===== src/rtl/axis_traffic_gen.sv =====
// rtl/axis_traffic_gen.sv - synthetic AXI-Stream packet source for router injection ports
module axis_traffic_gen #(
    parameter int TDATA_WIDTH       = 128,
    parameter int TID_WIDTH         = 2,
    parameter int TDEST_WIDTH       = 4,
    parameter int NOC_NUM_ENDPOINTS = 16,
    parameter int MAX_PKT_LEN       = 16,
    parameter int LEN_WIDTH         = $clog2(MAX_PKT_LEN + 1),
    parameter int CNT_WIDTH         = 32
) (
    input  logic                   clk_usr,
    input  logic                   rst_n,
    input  logic                   start,
    input  logic                   stop,
    input  logic [TDEST_WIDTH-1:0] src_address,
    input  logic [LEN_WIDTH-1:0]   pkt_len,
    input  logic [CNT_WIDTH-1:0]   num_pkts,
    input  logic [7:0]             gap_cycles,
    input  logic                   dest_mode,
    input  logic [TDEST_WIDTH-1:0] fixed_dest,
    input  logic [TID_WIDTH-1:0]   tid,
    output logic                   axis_tvalid,
    input  logic                   axis_tready,
    output logic [TDATA_WIDTH-1:0] axis_tdata,
    output logic                   axis_tlast,
    output logic [TID_WIDTH-1:0]   axis_tid,
    output logic [TDEST_WIDTH-1:0] axis_tdest,
    output logic                   busy,
    output logic                   done,
    output logic [CNT_WIDTH-1:0]   pkts_sent,
    output logic [CNT_WIDTH-1:0]   flits_sent
);

    localparam logic [1:0] ST_IDLE = 2'd0;
    localparam logic [1:0] ST_SEND = 2'd1;
    localparam logic [1:0] ST_GAP  = 2'd2;
    localparam logic [1:0] ST_DONE = 2'd3;

    localparam logic [LEN_WIDTH-1:0]   LEN_ONE  = LEN_WIDTH'(1);
    localparam logic [LEN_WIDTH-1:0]   LEN_MAX  = LEN_WIDTH'(MAX_PKT_LEN);
    localparam logic [CNT_WIDTH-1:0]   CNT_ONE  = CNT_WIDTH'(1);
    localparam logic [TDEST_WIDTH-1:0] DEST_ONE = TDEST_WIDTH'(1);
    localparam logic [TDEST_WIDTH-1:0] LAST_EP  = TDEST_WIDTH'(NOC_NUM_ENDPOINTS - 1);
    localparam logic [7:0]             GAP_ONE  = 8'd1;

    logic [1:0]             state_q,     state_d;
    logic                   stop_flag_q, stop_flag_d;
    logic [LEN_WIDTH-1:0]   len_q,       len_d;
    logic [CNT_WIDTH-1:0]   num_q,       num_d;
    logic [7:0]             gap_len_q,   gap_len_d;
    logic [7:0]             gap_cnt_q,   gap_cnt_d;
    logic                   mode_q,      mode_d;
    logic [TDEST_WIDTH-1:0] fixed_q,     fixed_d;
    logic [TDEST_WIDTH-1:0] src_q,       src_d;
    logic [TID_WIDTH-1:0]   tid_q,       tid_d;
    logic [LEN_WIDTH-1:0]   idx_q,       idx_d;
    logic [TDEST_WIDTH-1:0] dest_q,      dest_d;
    logic [CNT_WIDTH-1:0]   pkts_q,      pkts_d;
    logic [CNT_WIDTH-1:0]   flits_q,     flits_d;

    logic [LEN_WIDTH-1:0]   len_norm;
    logic                   handshake;
    logic                   is_last;
    logic                   stop_req;
    logic                   run_complete;

    // Next endpoint address, wrapping at the endpoint count
    function automatic logic [TDEST_WIDTH-1:0] rr_inc(input logic [TDEST_WIDTH-1:0] a);
        if (a >= LAST_EP) begin
            return '0;
        end
        return a + DEST_ONE;
    endfunction

    // Next round-robin destination, never targeting our own endpoint
    function automatic logic [TDEST_WIDTH-1:0] rr_next(input logic [TDEST_WIDTH-1:0] cur,
                                                       input logic [TDEST_WIDTH-1:0] own);
        logic [TDEST_WIDTH-1:0] n;
        n = rr_inc(cur);
        if (n == own) begin
            n = rr_inc(n);
        end
        return n;
    endfunction

    // Clamp requested packet length into 1..MAX_PKT_LEN
    always_comb begin
        len_norm = pkt_len;
        if (pkt_len == '0) begin
            len_norm = LEN_ONE;
        end else if (pkt_len > LEN_MAX) begin
            len_norm = LEN_MAX;
        end
    end

    assign handshake    = (state_q == ST_SEND) && axis_tready;
    assign is_last      = (idx_q == (len_q - LEN_ONE));
    assign stop_req     = stop_flag_q | stop;
    assign run_complete = (num_q != '0) && ((pkts_q + CNT_ONE) == num_q);

    // Generator state machine: config latch, flit stepping, gap timing, stop handling
    always_comb begin
        state_d     = state_q;
        stop_flag_d = stop_flag_q;
        len_d       = len_q;
        num_d       = num_q;
        gap_len_d   = gap_len_q;
        gap_cnt_d   = gap_cnt_q;
        mode_d      = mode_q;
        fixed_d     = fixed_q;
        src_d       = src_q;
        tid_d       = tid_q;
        idx_d       = idx_q;
        dest_d      = dest_q;
        pkts_d      = pkts_q;
        flits_d     = flits_q;

        case (state_q)
            ST_IDLE, ST_DONE: begin
                if (start) begin
                    len_d       = len_norm;
                    num_d       = num_pkts;
                    gap_len_d   = gap_cycles;
                    gap_cnt_d   = '0;
                    mode_d      = dest_mode;
                    fixed_d     = fixed_dest;
                    src_d       = src_address;
                    tid_d       = tid;
                    idx_d       = '0;
                    dest_d      = dest_mode ? rr_inc(src_address) : fixed_dest;
                    pkts_d      = '0;
                    flits_d     = '0;
                    stop_flag_d = 1'b0;
                    state_d     = ST_SEND;
                end
            end

            ST_SEND: begin
                if (stop) begin
                    stop_flag_d = 1'b1;
                end
                if (handshake) begin
                    flits_d = flits_q + CNT_ONE;
                    if (is_last) begin
                        pkts_d = pkts_q + CNT_ONE;
                        idx_d  = '0;
                        if (stop_req || run_complete) begin
                            state_d = ST_DONE;
                        end else begin
                            // Destination only moves between packets
                            dest_d = mode_q ? rr_next(dest_q, src_q) : fixed_q;
                            if (gap_len_q != '0) begin
                                gap_cnt_d = gap_len_q;
                                state_d   = ST_GAP;
                            end
                        end
                    end else begin
                        idx_d = idx_q + LEN_ONE;
                    end
                end
            end

            ST_GAP: begin
                if (stop) begin
                    stop_flag_d = 1'b1;
                end
                if (stop_req) begin
                    state_d = ST_DONE;
                end else if (gap_cnt_q <= GAP_ONE) begin
                    gap_cnt_d = '0;
                    state_d   = ST_SEND;
                end else begin
                    gap_cnt_d = gap_cnt_q - GAP_ONE;
                end
            end

            default: begin
                state_d = ST_IDLE;
            end
        endcase
    end

    // State and datapath registers with synchronous active-low reset
    always_ff @(posedge clk_usr) begin
        if (!rst_n) begin
            state_q     <= ST_IDLE;
            stop_flag_q <= 1'b0;
            len_q       <= '0;
            num_q       <= '0;
            gap_len_q   <= '0;
            gap_cnt_q   <= '0;
            mode_q      <= 1'b0;
            fixed_q     <= '0;
            src_q       <= '0;
            tid_q       <= '0;
            idx_q       <= '0;
            dest_q      <= '0;
            pkts_q      <= '0;
            flits_q     <= '0;
        end else begin
            state_q     <= state_d;
            stop_flag_q <= stop_flag_d;
            len_q       <= len_d;
            num_q       <= num_d;
            gap_len_q   <= gap_len_d;
            gap_cnt_q   <= gap_cnt_d;
            mode_q      <= mode_d;
            fixed_q     <= fixed_d;
            src_q       <= src_d;
            tid_q       <= tid_d;
            idx_q       <= idx_d;
            dest_q      <= dest_d;
            pkts_q      <= pkts_d;
            flits_q     <= flits_d;
        end
    end

    // Flit payload: sequence number, flit index, source address; upper bits zero.
    // Every field comes from registers that only change at a handshake, so the
    // payload holds steady while the sink stalls.
    always_comb begin
        axis_tdata                        = '0;
        axis_tdata[31:0]                  = 32'(pkts_q);
        axis_tdata[47:32]                 = 16'(idx_q);
        axis_tdata[48 +: TDEST_WIDTH]     = src_q;
    end

    assign axis_tvalid = (state_q == ST_SEND);
    assign axis_tlast  = (state_q == ST_SEND) && is_last;
    assign axis_tid    = tid_q;
    assign axis_tdest  = dest_q;
    assign busy        = (state_q == ST_SEND) || (state_q == ST_GAP);
    assign done        = (state_q == ST_DONE);
    assign pkts_sent   = pkts_q;
    assign flits_sent  = flits_q;

endmodule


===== config.mk =====
export PLATFORM = sky130hd
export DESIGN_NAME = axis_traffic_gen
export DESIGN_NICKNAME = d
export VERILOG_FILES = /design/src/rtl/axis_traffic_gen.sv
export SDC_FILE = /design/constraint.sdc
export NUM_CORES = 1
export LEC_CHECK = 0
export CORE_UTILIZATION = 52
export DETAILED_ROUTE_END_ITERATION = 8
export GPL_ROUTABILITY_DRIVEN = 0
export GPL_TIMING_DRIVEN = 1
export PLACE_DENSITY = 0.95
export SYNTH_ARGS = -nofsm -noshare
export SYNTH_HDL_FRONTEND = slang
export SYNTH_SLANG_ARGS = --single-unit
export TNS_END_PERCENT = 50

===== constraint.sdc =====
create_clock -name clk_usr -period 9 [get_ports clk_usr]
set_input_delay 1.35 -clock clk_usr [delete_from_list [all_inputs] [get_ports clk_usr]]
set_output_delay 1.35 -clock clk_usr [all_outputs]
set_load 0.005 [all_outputs]

==> results of run 1 <==
flip-flops by register name (all words and copies together), names as in the netlist, 5 cells and up:
signal and flops:
pkts_sent 32, idx_q 5, flits_sent 32, gap_len_q 8, num_q 32, len_q 5, gap_cnt_q 8
layout make-up:
cell class	instances	area [um^2]	area share, %
inverter	19	71.3	0.681
clock buffer	19	453	4.32
tap	216	270	2.58
multi-input combinational	861	4930	47.0
clock inverter	13	166	1.59
timing repair buffer	180	1790	17.1
sequential	140	2800	26.7
routing by layer:
layer / routed length (um) / track usage (%) / vias to the layer above
li1: - / - / 3819
met1: 9190 / 33.7 / 3704
met2: 10800 / 44.3 / 474
met3: 2210 / 6.92 / 68
met4: 814 / 13.0 / 0
met5: 0 / 0 / -
final timing paths:
path | cells after the start | end | startpoint
worst min register to register | 2 | axis_tid[1] | axis_tid[1]
worst max-delay path | 7 | axis_tlast | len_q[0]
worst min-delay path | 2 | axis_tid[1] | axis_tid[1]
worst max register to register | 9 | axis_tdest[2] | pkts_sent[3]
worst register-to-register path, stage by stage (launching register included):
cell     delay [ns]
dfxtp_1        0.49
nand4_1        0.50
nor4_2         0.85
nand2_1        0.24
xnor2_1        0.18
or3_1          0.37
nor4_1         0.41
and2_1         0.35
o21a_2         0.28
mux2i_1        0.23
power by group through the flow:
stage               sequential (mW)  clock, mW  combinational (mW)
floorplan                     0.732          0               0.434
global placement              0.752          0               0.546
detailed placement            0.756          0               0.565
CTS                           0.743      0.741               0.573
global route                  0.751      0.772               0.636
finish                        0.746      0.737               0.580
cell usage in the layout (no fill, tap or decap), types with 19 or more instances in the layout:
| master | instances |
|---|---|
| dfxtp_1 | 140 |
| conb_1 | 87 |
| and3_1 | 21 |
| nand2_1 | 197 |
| clkdlybuf4s50_1 | 175 |
| nand3_1 | 31 |
| a21oi_1 | 86 |
| nor2_1 | 69 |
| mux2i_1 | 19 |
| xor2_1 | 48 |
| nor3_1 | 19 |
| xnor2_1 | 53 |
| o21ai_0 | 56 |
per-stage QoR:
step                      hold slack [ns]  worst slack (ns)  util (%)  power (mW)
after detailed placement            0.451              4.58      61.6        1.32
after floorplan                     0.436              5.62         -        1.17
final                               0.460              4.90      65.5        2.06
after CTS                           0.460              4.92      65.5        2.06
after global routing                0.481              4.78      65.5        2.16
after global placement              0.443              4.71      61.6        1.30
logic make-up after synthesis:
kind of cell / Yosys count / share of synthesized area, %
compound gates: 203 / 14.0
xor+xnor: 102 / 10.5
fa+ha+maj: 12 / 1.75
buf+inv: 198 / 14.2
flops: 140 / 32.6
mux: 20 / 2.34
other cells: 1 / 0.0436
simple gates: 437 / 24.6
==> Flow_metrics.wiki, run 1 <==
{| class="wikitable"
! Metric !! Value
|-
| Count of unresolved DRC violations after routing || 0
|-
| Source-to-sink clock delay at the later pin of the worst-skew pair || 0.43 ns
|-
| DRC marker count from the first detailed-route iteration || 670
|-
| Ratio of routed vias to standard cells || approximately 5.6
|-
| Cells along the critical path || inv_1, ha_1, nor3b_1, xnor2_1, or3_1, nor2_1, clkdlybuf4s50_1
|-
| Power density of the placed cells || around 200 nW/um^2
|-
| Synthesis-to-layout area growth || 21.8%
|-
| Critical Path Fanout Max || 5
|-
| Mapped Cells || 1,113
|-
| Power dissipated by switching net loads || about 0.70 mW
|-
| Count of fill cells added during filler insertion || ~1,300
|-
| Number of nets in the layout || ~1,300
|-
| Most common cell in the netlist || nand2_1
|-
| Main synth FF type || dfxtp_1
|-
| Global-route wire length before repair || approximately 36 mm
|-
| Estimated wirelength of the detail-placed design || 16.5 mm
|-
| Top cells by count, synth || nand2_1, dfxtp_1, buf_4
|-
| Kind of start point of the critical path || flip-flop
|-
| Initial antenna violation count || 0
|-
| Number of maximum-capacitance constraint violations || 0
|-
| Total routed wirelength || ~23 mm
|-
| Number of flops mapped to enable cells by yosys || 0
|-
| Die extent in y || approximately 130 um
|-
| Max-slew violation total from the final report || 0
|-
| Largest net degree at the start of global routing || 69
|-
| Overall die area || approximately 17,000 um^2
|-
| Slack of the worst reg-to-reg path || ~5.0 ns
|-
| Count of buffer and inverter cells on the critical path || 2
|-
| Sw frac || approximately a third
|-
| Area of the core region || 16,000 um^2
|-
| Maximum buffer depth of the clock tree || 2
|-
| Area after detailed placement || around 10000 um^2
|-
| Vias post-DR || a little over 8,000
|-
| Standard-cell rows || between 40 and 50
|-
| # resized after CTS || 0
|-
| Synth area leaders || dfxtp_1, buf_4, nand2_1
|-
| Endpoint required time on the critical path || ~7.7 ns
|-
| Share of synthesized area occupied by flip-flops and latches || about a third
|-
| GRT Util Overall || a little over a quarter
|-
| Die Width || about 130 um
|-
| Antenna Nets Post-Route || 0
|-
| Synth warn || 0
|-
| Clock tree from TritonCTS || yes
|-
| Run status || complete, no violations
|-
| Worst slew margin relative to its limit || 19.1%
|-
| Global route total overflow || 0
|-
| Antenna Cells || 0
|-
| Synth top area share || between 30% and 40%
|-
| Setup repair after global routing missed its margin || false
|-
| Share of total power in sequential cells || 36.2%
|-
| Count of port buffers added during placement || 175
|-
| Flops & latches, synth || 140
|-
| Setup TNS || 0 ns
|-
| Detailed-router iteration count before antenna repair || 5
|-
| Worst clock skew || about 0.0063 ns
|-
| Clock share of power || a little over a third
|-
| TritonCTS sink count || 140
|-
| Via count of the first global-routing pass || 7,288
|-
| Final hold viol count || 0
|-
| Arrival time reported for the critical path endpoint || between 2 and 3 ns
|-
| Worst Tran Pin Value || between 1 and 1.5 ns
|-
| Post-synthesis async set-or-reset flop share || 0%
|-
| Post-synthesis average cell area || just under 8 um^2
|-
| Placed instance count || ~1,400
|-
| Clock slew at reported path FFs || around 0.060 ns
|-
| Area of the mapped netlist || approximately 8600 um^2
|-
| Cell-internal power || between 1 and 1.5 mW
|-
| Max VDD drop || 0.150 mV
|-
| Hold Crit Class || flip-flop to flip-flop
|-
| Starting density of the core || 53.8%
|-
| Kind of end point of the critical path || primary output
|-
| Achievable frequency || roughly 0.24 GHz
|-
| Number of clock buffers inserted by TritonCTS || 17
|-
| Leakage power of the design || a little under 4 nW
|-
| Worst path max stage delay || 0.60 ns
|-
| Number of standard cells in the layout, taps in and fillers out || roughly 1,400
|-
| Post-CTS setup buffer count || 0
|-
| CTS H-tree depth || 4
|-
| Time the final worst path needs with I/O delays and setup || roughly 4.1 ns
|-
| Number of setup violations in the final report || 0
|-
| Io pins || approximately 260
|-
| Hold buffer count at cts || 0
|-
| Cell taking the most area after synthesis || dfxtp_1
|-
| Cell area after layout || about 10,000 um^2
|-
| Routed wire per std cell || 15.9 um
|-
| Final clock period utilization by the worst path || between 40% and 50%
|-
| Root buf cell || clkbuf_16
|-
| Class of the most critical setup path || flip-flop to primary output
|-
| Combinational cell fraction of total power || between 20% and 30%
|-
| Cell family contributing the most delay on the critical path || simple AND/OR/NAND/NOR gates
|-
| Slowest-stage cell, CP || clkdlybuf4s50_1
|-
| Fraction of layout cells with a size suffix above 1 || under 10%
|-
| Number of library cell types mapped by synthesis || between 60 and 70
|}
Note: power is estimated with default switching activity, not from simulation.
==> run 2: changes to the inputs <==
--- a/config.mk
+++ b/config.mk
@@ -5,11 +5,11 @@
 export SDC_FILE = /design/constraint.sdc
 export NUM_CORES = 1
 export LEC_CHECK = 0
-export CORE_UTILIZATION = 52
+export CORE_UTILIZATION = 43
 export DETAILED_ROUTE_END_ITERATION = 8
 export GPL_ROUTABILITY_DRIVEN = 0
 export GPL_TIMING_DRIVEN = 1
-export PLACE_DENSITY = 0.95
+export PLACE_DENSITY = 0.87
 export SYNTH_ARGS = -nofsm -noshare
 export SYNTH_HDL_FRONTEND = slang
 export SYNTH_SLANG_ARGS = --single-unit
==> constraint.sdc (replaced) <==
create_clock -name clk_usr -period 3.3 [get_ports clk_usr]
set_input_delay 0.495 -clock clk_usr [delete_from_list [all_inputs] [get_ports clk_usr]]
set_output_delay 0.495 -clock clk_usr [all_outputs]
set_load 0.005 [all_outputs]
==> run 2 against run 1 <==
Effect of this change: combinational power rose to 2.9 times the previous value; count of clock-buffer cells in the layout unchanged; largest power group unchanged; global-route usage shrank 3.7 points; flip-flop and latch count unchanged; sequential power grew to 2.7 times the previous value.
==> Flow_metrics.wiki, run 2 (synthesis results as in run 1) <==
{| class="wikitable"
! Metric !! Value
|-
| Setup repair after global routing missed its margin || false
|-
| Global-route wire length before repair || 38.3 mm (+5.4%)
|-
| Slowest-stage cell, CP || or4_1
|-
| Number of maximum-capacitance constraint violations || 0 (unchanged)
|-
| Share of total power in sequential cells || 36.4% (+0.2 points)
|-
| Worst slew margin relative to its limit || 50.0% (+31 points)
|-
| Power density of the placed cells || 515 nW/um^2 (+160%)
|-
| Maximum buffer depth of the clock tree || 2 (unchanged)
|-
| Number of clock buffers inserted by TritonCTS || 17 (unchanged)
|-
| Count of port buffers added during placement || 175 (unchanged)
|-
| Clock tree from TritonCTS || yes
|-
| Final clock period utilization by the worst path || a little over nine tenths
|-
| Starting density of the core || 44.1% (-9.7 points)
|-
| Total routed wirelength || 24.0 mm (+4.3%)
|-
| Achievable frequency || 0.319 GHz
|-
| Worst path max stage delay || 0.57 ns (-0.03 ns)
|-
| Combinational cell fraction of total power || 29.7% (+1.6 points)
|-
| Vias post-DR || 8,274 (+2.6%)
|-
| Synthesis-to-layout area growth || 26.9%
|-
| Min Hold Slack || 0.455 ns (-0.00518 ns)
|-
| Global route total overflow || 0 (unchanged)
|-
| Multi-input gate area || 4970 um^2 (+0.81%)
|-
| Commonest non-fill, non-tap cell in the layout || nand2_1
|-
| Clock slew at reported path FFs || 0.06 ns (about the same)
|-
| Number of setup violations in the final report || 0 (unchanged)
|-
| Max VDD drop || 0.451 mV (+200%)
|-
| Time the final worst path needs with I/O delays and setup || between 3 and 4 ns
|-
| Most frequent cells in the layout || nand2_1, clkdlybuf4s50_1, dfxtp_1
|-
| Ratio of routed vias to standard cells || 5.36 (-3.8%)
|-
| Total area of sequential cells || 2800 um^2 (unchanged)
|-
| Number of nets in the layout || 1,340 (+3.7%)
|-
| Area of the core region || 19,500 um^2 (+22%)
|-
| Leakage power of the design || 4.18 nW (+6.0%)
|-
| GRT Util Overall || 23.5% (-3.7 points)
|-
| Via count of the first global-routing pass || 7,664 (+5.2%)
|-
| Kind of start point of the critical path || flip-flop
|-
| Root buf cell || clkbuf_16
|-
| Cells along the critical path || nand4_1, buf_4, or4_1, o41ai_1, o31ai_1, o21ai_0, nor4_2, and2_2, a31oi_4, buf_12, mux2i_1
|-
| Kind of end point of the critical path || flip-flop
|-
| Max-slew violation total from the final report || 0 (unchanged)
|-
| Dpl ws || 0.0878 ns (-4.49 ns)
|-
| Antenna Nets Post-Route || 0 (unchanged)
|-
| Hold buffer count at cts || 0 (unchanged)
|-
| CTS H-tree depth || 4 (unchanged)
|-
| Power dissipated by switching net loads || 1.93 mW (+180%)
|-
| Cell-internal power || 3.69 mW (+170%)
|-
| Initial antenna violation count || 0 (unchanged)
|-
| Setup TNS || 0 ns (unchanged)
|-
| Overall power consumption || 5.62 mW (+170%)
|-
| Detailed-router iteration count before antenna repair || 7 (+2)
|-
| TritonCTS sink count || 140 (unchanged)
|-
| Count of unresolved DRC violations after routing || 0 (unchanged)
|-
| Die extent in y || 143 um (+9.8%)
|-
| Die Width || 143 um (+9.8%)
|-
| Setup slack after layout || 0.166 ns (-4.73 ns)
|-
| Endpoint required time on the critical path || 3.65 ns (-4.00 ns)
|-
| Final hold viol count || 0 (unchanged)
|-
| Largest net degree at the start of global routing || 41 (-41%)
|-
| DRC marker count from the first detailed-route iteration || 741 (+11%)
|-
| Clock share of power || 33.9% (-1.8 points)
|-
| Count of fill cells added during filler insertion || 1,731 (+33%)
|-
| Io pins || 263 (unchanged)
|-
| Worst clock skew || 0.0101 ns (+0.00376 ns)
|-
| Arrival time reported for the critical path endpoint || 3.48 ns (+0.73 ns)
|-
| Fraction of layout cells with a size suffix above 1 || 8.60% (+4.0 points)
|-
| Critical Path Fanout Max || 11 (+6)
|-
| Run status || complete, no violations
|-
| Class of the most critical setup path || flip-flop to flip-flop
|-
| Routed wire per std cell || 15.6 um (-2.2%)
|-
| Source-to-sink clock delay at the later pin of the worst-skew pair || 0.43 ns (about the same)
|-
| Estimated wirelength of the detail-placed design || 17.7 mm (+7.4%)
|-
| Standard-cell rows || 51 (+11%)
|-
| Worst Tran Pin Value || 0.751 ns (-0.463 ns)
|-
| Overall die area || 20,600 um^2 (+21%)
|-
| Hold Crit Class || flip-flop to flip-flop
|-
| Sw frac || 34.3% (+0.49 points)
|-
| Antenna Cells || 0 (unchanged)
|}
run 2: layout make-up:
class	count	area share, %
multi-input combinational	861	45.5
sequential	140	25.7
timing repair buffer	228	19.8
clock buffer	19	4.06
tap	265	3.04
clock inverter	12	1.28
inverter	19	0.653
run 2: worst max-delay path: cells and delay by family (launching register included):
family          cells  cell delay (ns)
simple gates        4             1.14
compound gates      4             0.87
flops               1             0.42
buf+inv             2             0.40
mux                 1             0.20
run 2: final timing paths:
| path | startpoint | endpoint | slack [ns] | cells after the start |
|---|---|---|---|---|
| worst min register to register | fixed_q[1] | fixed_q[1] | 0.45 | 2 |
| worst min-delay path | fixed_q[1] | fixed_q[1] | 0.45 | 2 |
| worst max-delay path | pkts_sent[1] | gap_cnt_q[3] | 0.17 | 11 |
| worst max register to register | pkts_sent[1] | gap_cnt_q[3] | 0.17 | 11 |
run 2: stage by stage:
step / util (%) / cells / cell area [um^2]
after global routing: 55.9 / 1544 / 10900
after floorplan: - / 1199 / 8930
after global placement: 52.5 / 1510 / 10300
final: 55.9 / 1544 / 10900
after CTS: 55.5 / 1541 / 10800
after detailed placement: 52.5 / 1510 / 10300
run 2: power by group through the flow:
stage / Combinational [mW] / Clock (mW) / Sequential, mW
6_report: 1.67 / 1.91 / 2.05
4_1_cts: 1.61 / 1.92 / 2.04
5_1_grt: 1.83 / 1.99 / 2.06
3_5_place_dp: 1.59 / 0 / 2.07
2_1_floorplan: 1.18 / 0 / 2.00
3_3_place_gp: 1.55 / 0 / 2.06
run 2: routing by layer:
metal / share of wire (%) / up-vias / track usage, %
li1: - / 3920 / -
met1: 41 / 3819 / 29.6
met2: 47 / 457 / 38.5
met3: 9.1 / 78 / 5.30
met4: 3.3 / 0 / 10.2
met5: 0 / - / 0
run 2: repair_timing:
item                       CTS  global route
setup endpoints to repair    0            18
gates resized for setup      0             8
buffers inserted             0             3
==> run 3: changes to the inputs <==
--- a/config.mk
+++ b/config.mk
@@ -6,6 +6,7 @@
 export NUM_CORES = 1
 export LEC_CHECK = 0
 export CORE_UTILIZATION = 43
+export CTS_CLUSTER_DIAMETER = 30
 export DETAILED_ROUTE_END_ITERATION = 8
 export GPL_ROUTABILITY_DRIVEN = 0
 export GPL_TIMING_DRIVEN = 1
==> results of run 3 <==
No change in the layout: final DEF, timing and power equal those of run 2.
